File: config.mk
export PLATFORM = sky130hd
export DESIGN_NAME = fifo_bist_ctrl
export DESIGN_NICKNAME = d
export VERILOG_FILES = /design/src/rtl/fifo_bist_ctrl.sv
export SDC_FILE = /design/constraint.sdc
export NUM_CORES = 1
export LEC_CHECK = 0
export ABC_AREA = 1
export BUFFER_PORTS_ARGS = -buffer_cell sky130_fd_sc_hd__buf_2
export CAP_MARGIN = 20
export CORE_MARGIN = 2
export CORE_UTILIZATION = 49
export DETAILED_ROUTE_END_ITERATION = 10
export PLACE_DENSITY_LB_ADDON = 0.25
export SLEW_MARGIN = 10
export SYNTH_ARGS = -nofsm -noshare
export SYNTH_HDL_FRONTEND = slang
export SYNTH_SLANG_ARGS = --single-unit
File: constraint.sdc
create_clock -name clk_i -period 4.1 [get_ports clk_i]
set_input_delay 0.41 -clock clk_i [delete_from_list [all_inputs] [get_ports clk_i]]
set_output_delay 0.41 -clock clk_i [all_outputs]
set_load 0.03 [all_outputs]
File: src/rtl/fifo_bist_ctrl.sv
// Self-test sequencer for an ECC-protected FIFO: writes a 2**M word pattern burst,
// reads it back and scores data, single-bit-inject and double-bit flags.
module fifo_bist_ctrl #(
    parameter int N = 32,
    parameter int M = 3
) (
    input  logic         clk_i,
    input  logic         rstn_i,
    input  logic         start_i,
    output logic         busy_o,
    output logic         done_o,
    output logic         pass_o,
    output logic         fifo_err_o,
    output logic [7:0]   err_cnt_o,
    output logic [N-1:0] fifo_din_o,
    output logic         fifo_wr_en_o,
    output logic         fifo_inj_sbit_o,
    output logic         fifo_rd_en_o,
    input  logic [N-1:0] fifo_dout_i,
    input  logic         fifo_empty_i,
    input  logic         fifo_full_i,
    input  logic         fifo_sbiterr_i,
    input  logic         fifo_dbiterr_i
);

    localparam logic [2:0] S_IDLE   = 3'd0;
    localparam logic [2:0] S_PRECHK = 3'd1;
    localparam logic [2:0] S_WRITE  = 3'd2;
    localparam logic [2:0] S_SETTLE = 3'd3;
    localparam logic [2:0] S_READ   = 3'd4;
    localparam logic [2:0] S_DRAIN  = 3'd5;
    localparam logic [2:0] S_DONE   = 3'd6;

    localparam logic [M-1:0] LAST_IDX = {M{1'b1}};

    logic [2:0]   state_q, state_d;
    logic [M-1:0] k_q, k_d;
    logic [M-1:0] j_q, j_d;
    logic [M-1:0] rd_idx_q, rd_idx_d;
    logic         rd_vld_q, rd_vld_d;
    logic [1:0]   settle_q, settle_d;
    logic [3:0]   stall_q, stall_d;
    logic [7:0]   err_cnt_q, err_cnt_d;
    logic         fifo_err_q, fifo_err_d;
    logic         pass_q, pass_d;
    logic [2:0]   cmp_inc, inc;
    logic [8:0]   cnt_sum;
    logic         wr_en, rd_en;

    function automatic logic [N-1:0] pattern(input logic [M-1:0] idx);
        if (idx == '0)
            return '1;
        else if (idx[0])
            return {(N/2){2'b10}};
        else
            return {(N/2){2'b01}};
    endfunction

    always_comb begin
        wr_en           = (state_q == S_WRITE) && !fifo_full_i;
        rd_en           = (state_q == S_READ) && !fifo_empty_i;
        fifo_wr_en_o    = wr_en;
        fifo_rd_en_o    = rd_en;
        fifo_din_o      = wr_en ? pattern(k_q) : '0;
        fifo_inj_sbit_o = wr_en && (k_q == '0);
        busy_o          = (state_q != S_IDLE);
        done_o          = (state_q == S_DONE);
        pass_o          = pass_q;
        fifo_err_o      = fifo_err_q;
        err_cnt_o       = err_cnt_q;
    end

    // Read data arrives one cycle after rd_en; only word 0 was written with an injected single-bit error.
    always_comb begin
        cmp_inc = 3'd0;
        if (rd_vld_q) begin
            if (fifo_dout_i != pattern(rd_idx_q))
                cmp_inc = cmp_inc + 3'd1;
            if ((rd_idx_q == '0) != fifo_sbiterr_i)
                cmp_inc = cmp_inc + 3'd1;
            if (fifo_dbiterr_i)
                cmp_inc = cmp_inc + 3'd1;
        end
    end

    always_comb begin
        state_d  = state_q;
        k_d      = k_q;
        j_d      = j_q;
        settle_d = settle_q;
        stall_d  = stall_q;
        rd_vld_d = rd_en;
        rd_idx_d = j_q;
        inc      = cmp_inc;

        case (state_q)
            S_IDLE: begin
                if (start_i) begin
                    state_d  = S_PRECHK;
                    k_d      = '0;
                    j_d      = '0;
                    settle_d = 2'd0;
                    stall_d  = 4'd0;
                end
            end
            S_PRECHK: begin
                if (fifo_empty_i) begin
                    state_d = S_WRITE;
                end else begin
                    inc     = inc + 3'd1;
                    state_d = S_DONE;
                end
            end
            S_WRITE: begin
                if (!fifo_full_i) begin
                    stall_d = 4'd0;
                    if (k_q == LAST_IDX) begin
                        state_d  = S_SETTLE;
                        settle_d = 2'd0;
                    end else begin
                        k_d = k_q + 1'b1;
                    end
                end else if (stall_q == 4'hF) begin
                    inc     = inc + 3'd1;
                    state_d = S_DONE;
                end else begin
                    stall_d = stall_q + 4'd1;
                end
            end
            S_SETTLE: begin
                settle_d = settle_q + 2'd1;
                if (settle_q == 2'd3) begin
                    state_d = S_READ;
                    stall_d = 4'd0;
                end
            end
            S_READ: begin
                if (!fifo_empty_i) begin
                    stall_d = 4'd0;
                    if (j_q == LAST_IDX)
                        state_d = S_DRAIN;
                    else
                        j_d = j_q + 1'b1;
                end else if (stall_q == 4'hF) begin
                    inc     = inc + 3'd1;
                    state_d = S_DONE;
                end else begin
                    stall_d = stall_q + 4'd1;
                end
            end
            S_DRAIN: state_d = S_DONE;
            S_DONE:  state_d = S_IDLE;
            default: state_d = S_IDLE;
        endcase

        cnt_sum    = {1'b0, err_cnt_q} + {6'd0, inc};
        err_cnt_d  = cnt_sum[8] ? 8'hFF : cnt_sum[7:0];
        fifo_err_d = fifo_err_q | (inc != 3'd0);
        pass_d     = pass_q;

        if ((state_q == S_IDLE) && start_i) begin
            err_cnt_d  = 8'd0;
            fifo_err_d = 1'b0;
            pass_d     = 1'b0;
        end

        // Resolve the verdict on entry to DONE so pass_o is valid alongside the done_o pulse.
        if ((state_d == S_DONE) && (state_q != S_DONE))
            pass_d = (err_cnt_d == 8'd0);
    end

    always_ff @(posedge clk_i or negedge rstn_i) begin
        if (!rstn_i) begin
            state_q    <= S_IDLE;
            k_q        <= '0;
            j_q        <= '0;
            rd_idx_q   <= '0;
            rd_vld_q   <= 1'b0;
            settle_q   <= 2'd0;
            stall_q    <= 4'd0;
            err_cnt_q  <= 8'd0;
            fifo_err_q <= 1'b0;
            pass_q     <= 1'b0;
        end else begin
            state_q    <= state_d;
            k_q        <= k_d;
            j_q        <= j_d;
            rd_idx_q   <= rd_idx_d;
            rd_vld_q   <= rd_vld_d;
            settle_q   <= settle_d;
            stall_q    <= stall_d;
            err_cnt_q  <= err_cnt_d;
            fifo_err_q <= fifo_err_d;
            pass_q     <= pass_d;
        end
    end

endmodule

**Word-level counts from Yosys, hierarchy flattened**

Cells that the tools add are included.

- Register bits: 29
- Bits in latches: 0
- Memory bits (writable): 0
- Bits in read-only memories: 0
- Input bits: 39
- Output and inout bits: 47
- Word-level logic and storage cells: 110
- Memories: 0

- $add $sub $neg: 8
- $mul: 0
- Div/mod/pow operators: 0
- Magnitude comparators: 0
- Eq/ne operators: 21
- Shift-type cells: 0
- Multiplexer cells: 48
- Bitwise operators: 1
- Reduce and logical (&&, ||, !) cells: 22

Operators by type and width:

| operator | count |
|---|---|
| two-way mux 32 bit | 6 |
| two-way mux 3 bit | 22 |
| != test 32 bit | 1 |
| two-way mux 4 bit | 5 |
| equality test 3 bit, second input constant | 6 |
| case mux 3 bit (6 select lines) | 1 |
| two-way mux 8 bit | 2 |
| case mux 4 bit (4 select lines) | 1 |
| adder 3 x 1 -> 3 bit, second input constant | 5 |
| != test 2 bit, second input constant | 6 |
| case mux 3 bit (2 select lines) | 2 |
| AND reduction 4 bit | 3 |
| adder 8 x 3 -> 9 bit | 1 |
| logical NOT 3 bit | 3 |
| case mux 3 bit (3 select lines) | 1 |
| nonzero test 3 bit | 3 |
| logical NOT 8 bit | 1 |
| equality test 3 x 2 -> 1 bit, second input constant | 2 |
| two-way mux 2 bit | 3 |
| case mux 2 bit (3 select lines) | 1 |
| nonzero test 2 bit | 3 |
| logical AND 1 bit | 5 |
| adder 4 x 1 -> 4 bit, second input constant | 1 |
| equality test 4 bit, second input constant | 1 |
| other kinds (11) | 15 |

**Longest topological paths before layout**

- Depth in word-level cells: 21
- Depth in mapped cells: 28
- Mapped depth without buffers: 28

**Worst setup path before layout**

Ideal clock, no wire load.

- Path kind: input-to-reg
- Start point: input fifo_dout_i[10]
- End point: register pass_q (netlist: pass_o)
- Arrival: 3.209 ns
- Data required time: 3.983 ns
- Path slack: 0.774 ns
- Stages on the path: 26
- Path buffers: 0
- Cell sequence: inv_1 > nor4_1 > nand3_1 > o21ai_0 > nand4_1 > ha_1 > nand2_1 > nand2_1 > nor2_1 > ha_1 > o21bai_1 > nand2_1 > a21oi_1 > inv_1 > ha_1 > nand2_1 > inv_1 > nand2_1 > nand2_1 > nand3_1 > nand2_1 > nand2_1 > nor2_1 > nor2_1 > nand2_1 > nand2_1

- Longest elaborated chain between the ends: 18

RTL lines:

| item | line | source |
|---|---|---|
| from (decl) | 19 | `input logic [N-1:0] fifo_dout_i,` |
| != test 32 bit (*) | 77 | `if (fifo_dout_i != pattern(rd_idx_q))` |
| two-way mux 1 bit (*) | 77 |  |
| two-way mux 3 bit (*) | 76 | `if (rd_vld_q) begin` |
| adder 3 x 1 -> 3 bit | 80 | `cmp_inc = cmp_inc + 3'd1;` |
| two-way mux 3 bit (*) | 79 | `if ((rd_idx_q == '0) != fifo_sbiterr_i)` |
| two-way mux 3 bit (*) | 76 |  |
| adder 3 x 1 -> 3 bit | 82 | `cmp_inc = cmp_inc + 3'd1;` |
| two-way mux 3 bit (*) | 81 | `if (fifo_dbiterr_i)` |
| [3 not listed] | n/a |  |
| two-way mux 3 bit (on tied branches) | 138, 115 |  |
| case mux 3 bit (3 select lines) (*) | 96 | `case (state_q)` |
| adder 8 x 3 -> 9 bit (*) | 156 | `cnt_sum = {1'b0, err_cnt_q} + {6'd0, inc};` |
| two-way mux 8 bit (*) | 157 | `err_cnt_d = cnt_sum[8] ? 8'hFF : cnt_sum[7:0];` |
| two-way mux 8 bit (*) | 161 | `if ((state_q == S_IDLE) && start_i) begin` |
| named net err_cnt_d[7] | 43 | `logic [7:0] err_cnt_q, err_cnt_d;` |
| logical NOT 8 bit (*) | 169 | `pass_d = (err_cnt_d == 8'd0);` |
| two-way mux 1 bit (*) | 168 | `if ((state_d == S_DONE) && (state_q != S_DONE))` |
| to (signal assigned) | 194 | `pass_q <= pass_d;` |
| to (decl) | 45 | `logic pass_q, pass_d;` |

The timed path passes the listed nets; every way through them passes the cells marked *. The select of a mux whose other input is x is not followed.
A chain may end at the register's enable or synchronous reset.

**Worst setup path after layout**

- Start point: register rd_idx_q[2]
- End point: register pass_q (netlist: pass_o)

- Longest elaborated chain between the ends: 21

RTL lines:

| item | line | source |
|---|---|---|
| from (decl) | 39 | `logic [M-1:0] rd_idx_q, rd_idx_d;` |
| from (signal assigned) | 188 | `rd_idx_q <= rd_idx_d;` |
| logical NOT 3 bit (*) | 51, 79 |  |
| two-way mux 32 bit | 51 | `if (idx == '0)` |
| two-way mux 32 bit | 76 |  |
| != test 32 bit | 77 |  |
| two-way mux 1 bit | 77 |  |
| two-way mux 3 bit | 76 |  |
| adder 3 x 1 -> 3 bit | 80 |  |
| two-way mux 3 bit (*) | 79 |  |
| [5 not listed] | n/a |  |
| two-way mux 3 bit | 123, 144 |  |
| two-way mux 3 bit (on tied branches) | 138, 115 |  |
| case mux 3 bit (3 select lines) (*) | 96 |  |
| adder 8 x 3 -> 9 bit (*) | 156 |  |
| two-way mux 8 bit (*) | 157 |  |
| two-way mux 8 bit (*) | 161 |  |
| logical NOT 8 bit (*) | 169 |  |
| two-way mux 1 bit (*) | 168 |  |

Mark *: on every way between the ends. The rest lies on a longest branch, timed or not. The select of a mux whose other input is x is not followed.

==> metrics.yaml <==
status: "complete, no violations"
post-synth-top-area-fraction_pct: 30.4
fin_nets: 443
gp_congestion: 0.902
drive_above_1_share_pct: 29.9
post-synth-top-area-cell: "sky130_fd_sc_hd__dfrtp_1"
pin_count_of_the_biggest_net_entering_global_routing: 30
global_route_wire_length_before_repair_um: 7750
total_of_cells_resized_after_clock_tree_synthesis: 0
maxCapViolations: 0
post-route-drc-count: 0
report.final.slew_viol_count: 0
inserted_diodes: 0
setup-tns-final_ns: 0
reported_net_switching_power_w: 0.000866
ys_async_sr_fraction_pct: 100
cp.required_ns: 4.32
design.portCount: 86
cts.reportedPaths.clkPinSlew_ns: 0.06
place_hpwl_um: 3860
grt_antenna_before_repair: 0
first_global_vias: 1883
die_y_um: 73.8
total_instance_count_after_detailed_placement: 450
post_synthesis_instance_total: 331
powerDensity_nw_per_um2: 614
vias_per_cell: 4.78
path_class: "reg -> reg"
detail_route.wl_per_cell_um: 10.3
timing.reg2reg.worst_path_depth: 25
synth_top_flop_cell: "sky130_fd_sc_hd__dfrtp_1"
critical_path_arrival_ns: 3.79
power_report.internal_total_w: 0.000819
worst_setup_path_start_kind: "register"
routed_wl_um: 4700
layoutNonFillerInstCount: 458
fin_skew_ns: 0.00323
yosys.cell_types.count: 34
seq_power_share_pct: 26.5
netlist_top_cells_area: "sky130_fd_sc_hd__dfrtp_1 (30%), sky130_fd_sc_hd__buf_4 (9.4%), sky130_fd_sc_hd__inv_1 (9.4%)"
final_period_minus_worst_setup_slack_ns: 3.57
cts-buffers-inserted: 5
insertion_delay_ns: 0.28
synth.ff_latch_count: 29
timing.fmax_ghz: 0.280
power_frac_comb_pct: 57.8
post_synth_instance_area_sq_um: 2390
synth_edf_count: 0
tritoncts: "done"
synth_sequential_area_ratio_pct: 30.4
cts_hold_buffers: 0
synth_nets: 384
critPathMaxFanout: 6
cts.path.max_buffers: 2
initial_core_util_pct: 50.6
power_leakage_nw: 1.68
detailed_route_via_count: 2189
setup_viol_count_final: 0
postSynthAreaPerCell_sq_um: 7.22
fp-row-count: 25
port_buffers: 85
groute.usage.overall_pct: 18.1
finalHoldViolations: 0
antenna_violating_nets_post_route: 0
post-cts-setup-buffers: 0
drt-pass1-iter-count: 4
hold_path_class: "in -> async"
vdd_drop_max_mv: 0.472
worstMarginPinSlew_ns: 0.724
rsz0062_at_grt: "false"
syn2layout_area_growth_pct: 14.7
grt-ovfl-total: 0
timing.critical_path.to_type: "register"
slew_headroom_pct: 51.8
die_w_um: 73.8
die_area_sq_um: 5450
final_min_period_over_clock_period_pct: 87.1
cts_root_buffer: "sky130_fd_sc_hd__clkbuf_8"
cts.sinks: 29
design.core.area_sq_um: 4720
yosysWarningCount: 0
power.share.clock_pct: 15.6
initialDrtViolationCount: 89
cts_htree_levels: 2
switching_share_pct: 51.4
[layer usage]
metal	share of wire [%]	vias to the layer above	track usage, %
li1	-	1152	-
met1	49	983	23.3
met2	46	50	29.8
met3	3.8	4	4.80
met4	1.2	0	5.66
met5	0	-	0
[power by group through the flow]
| stage | logic, W | clock network, W | registers, W |
|---|---|---|---|
| after floorplan | 0.000876 | 0 | 0.000458 |
| after global placement | 0.000967 | 0 | 0.000451 |
| after detailed placement | 0.000980 | 0 | 0.000450 |
| after CTS | 0.000983 | 0.000272 | 0.000446 |
| after global routing | 0.00108 | 0.000285 | 0.000457 |
| final | 0.000974 | 0.000263 | 0.000447 |
[flip-flops by register name, summed over array words and instances, names as in the netlist]
register	cells
err_cnt_o	8
fifo_err_o	1
j_q	3
k_q	3
pass_o	1
rd_idx_q	3
rd_vld_q	1
settle_q	2
stall_q	4
state_q	3
[cell families after synthesis]
family	share of synthesized area (%)
fa+ha+maj	7.64
buf+inv	21.1
compound gates	8.95
flops	30.4
simple gates	30.8
xor+xnor	1.10
[path summary, 6_finish.rpt]
| check | from | endpoint | slack, ns |
|---|---|---|---|
| max in group asynchronous | rstn_i | state_q[2]$_DFF_PN0_ | 3.53 |
| max | rd_idx_q[2]$_DFF_PN0_ | pass_o$_DFFE_PN0P_ | 0.53 |
| max reg2reg | rd_idx_q[2]$_DFF_PN0_ | pass_o$_DFFE_PN0P_ | 0.53 |
| min in group clk_i | j_q[1]$_DFFE_PN0P_ | rd_idx_q[1]$_DFF_PN0_ | 0.41 |
| min reg2reg | j_q[1]$_DFFE_PN0P_ | rd_idx_q[1]$_DFF_PN0_ | 0.41 |
| min | rstn_i | fifo_err_o$_DFF_PN0_ | 0.15 |
[critical path, cell delays in order, from the launching register on]
cell and delay (ns):
sky130_fd_sc_hd__dfrtp_1 0.36, sky130_fd_sc_hd__inv_1 0.06, sky130_fd_sc_hd__a21oi_1 0.11, sky130_fd_sc_hd__o31ai_1 0.34, sky130_fd_sc_hd__nand4_1 0.14, sky130_fd_sc_hd__ha_1 0.32, sky130_fd_sc_hd__nand2_1 0.09, sky130_fd_sc_hd__nand2_1 0.05
sky130_fd_sc_hd__nor2_1 0.16, sky130_fd_sc_hd__ha_1 0.20, sky130_fd_sc_hd__o21bai_1 0.12, sky130_fd_sc_hd__nand2_1 0.07, sky130_fd_sc_hd__a21oi_1 0.16, sky130_fd_sc_hd__inv_1 0.07, sky130_fd_sc_hd__ha_1 0.34, sky130_fd_sc_hd__nand3_1 0.13
sky130_fd_sc_hd__nand2_1 0.08, sky130_fd_sc_hd__nand2_1 0.16, sky130_fd_sc_hd__nand2_1 0.07, sky130_fd_sc_hd__nand2_1 0.08, sky130_fd_sc_hd__nand2_1 0.06, sky130_fd_sc_hd__nor2_1 0.08, sky130_fd_sc_hd__nand2_1 0.05, sky130_fd_sc_hd__nor2_1 0.08
sky130_fd_sc_hd__nand2_1 0.05, sky130_fd_sc_hd__nand2_1 0.06
[synth_stat cells, types with 7 or more instances]
library cell	n
sky130_fd_sc_hd__nor2_1	23
sky130_fd_sc_hd__nand2_1	56
sky130_fd_sc_hd__buf_4	30
sky130_fd_sc_hd__nand3_1	31
sky130_fd_sc_hd__nor3_1	7
sky130_fd_sc_hd__a21oi_1	15
sky130_fd_sc_hd__nand4_1	11
sky130_fd_sc_hd__inv_1	60
sky130_fd_sc_hd__o21ai_0	10
sky130_fd_sc_hd__ha_1	13
sky130_fd_sc_hd__dfrtp_1	29
[area by class of cell]
class | count | area (sq um)
fillers | 461 | 1980
multi-input cells | 205 | 1160
flip-flops and latches | 29 | 726
repair buffers | 85 | 425
inverters | 64 | 245
clock buffers | 7 | 96.3
well taps | 67 | 83.8
clock inverters | 1 | 5.00
[metrics by stage]
step | util, % | worst slack (ns) | power, W | hold slack (ns) | cell area, sq um
6_report | 58.0 | 0.531 | 0.00168 | 0.150 | 2740
3_3_place_gp | 55.9 | 0.496 | 0.00142 | 0.395 | 2640
2_1_floorplan | - | 0.774 | 0.00133 | 0.114 | 2390
4_1_cts | 58.0 | 0.547 | 0.00170 | 0.164 | 2740
3_5_place_dp | 55.9 | 0.312 | 0.00143 | 0.396 | 2640
5_1_grt | 58.0 | 0.0294 | 0.00182 | 0.213 | 2740
[cells in the final DEF (no fill, tap or decap), drive strengths merged]
cell     n
fa       1
a21oi   15
inv     64
nand3   34
xnor2    1
a31oi    1
o31ai    2
o211ai   1
ha      13
nor4     6
o21ai   12
clkinv   1
o21bai   1
dfrtp   29
o21a     1
nand4   11
nor3     7
clkbuf   7
a21boi   1
xor2     2
buf     85
nor2    30
a22o     1
or2      1
o2111a   1
nand2   63
No activity file was read; power rests on OpenSTA's default activity.
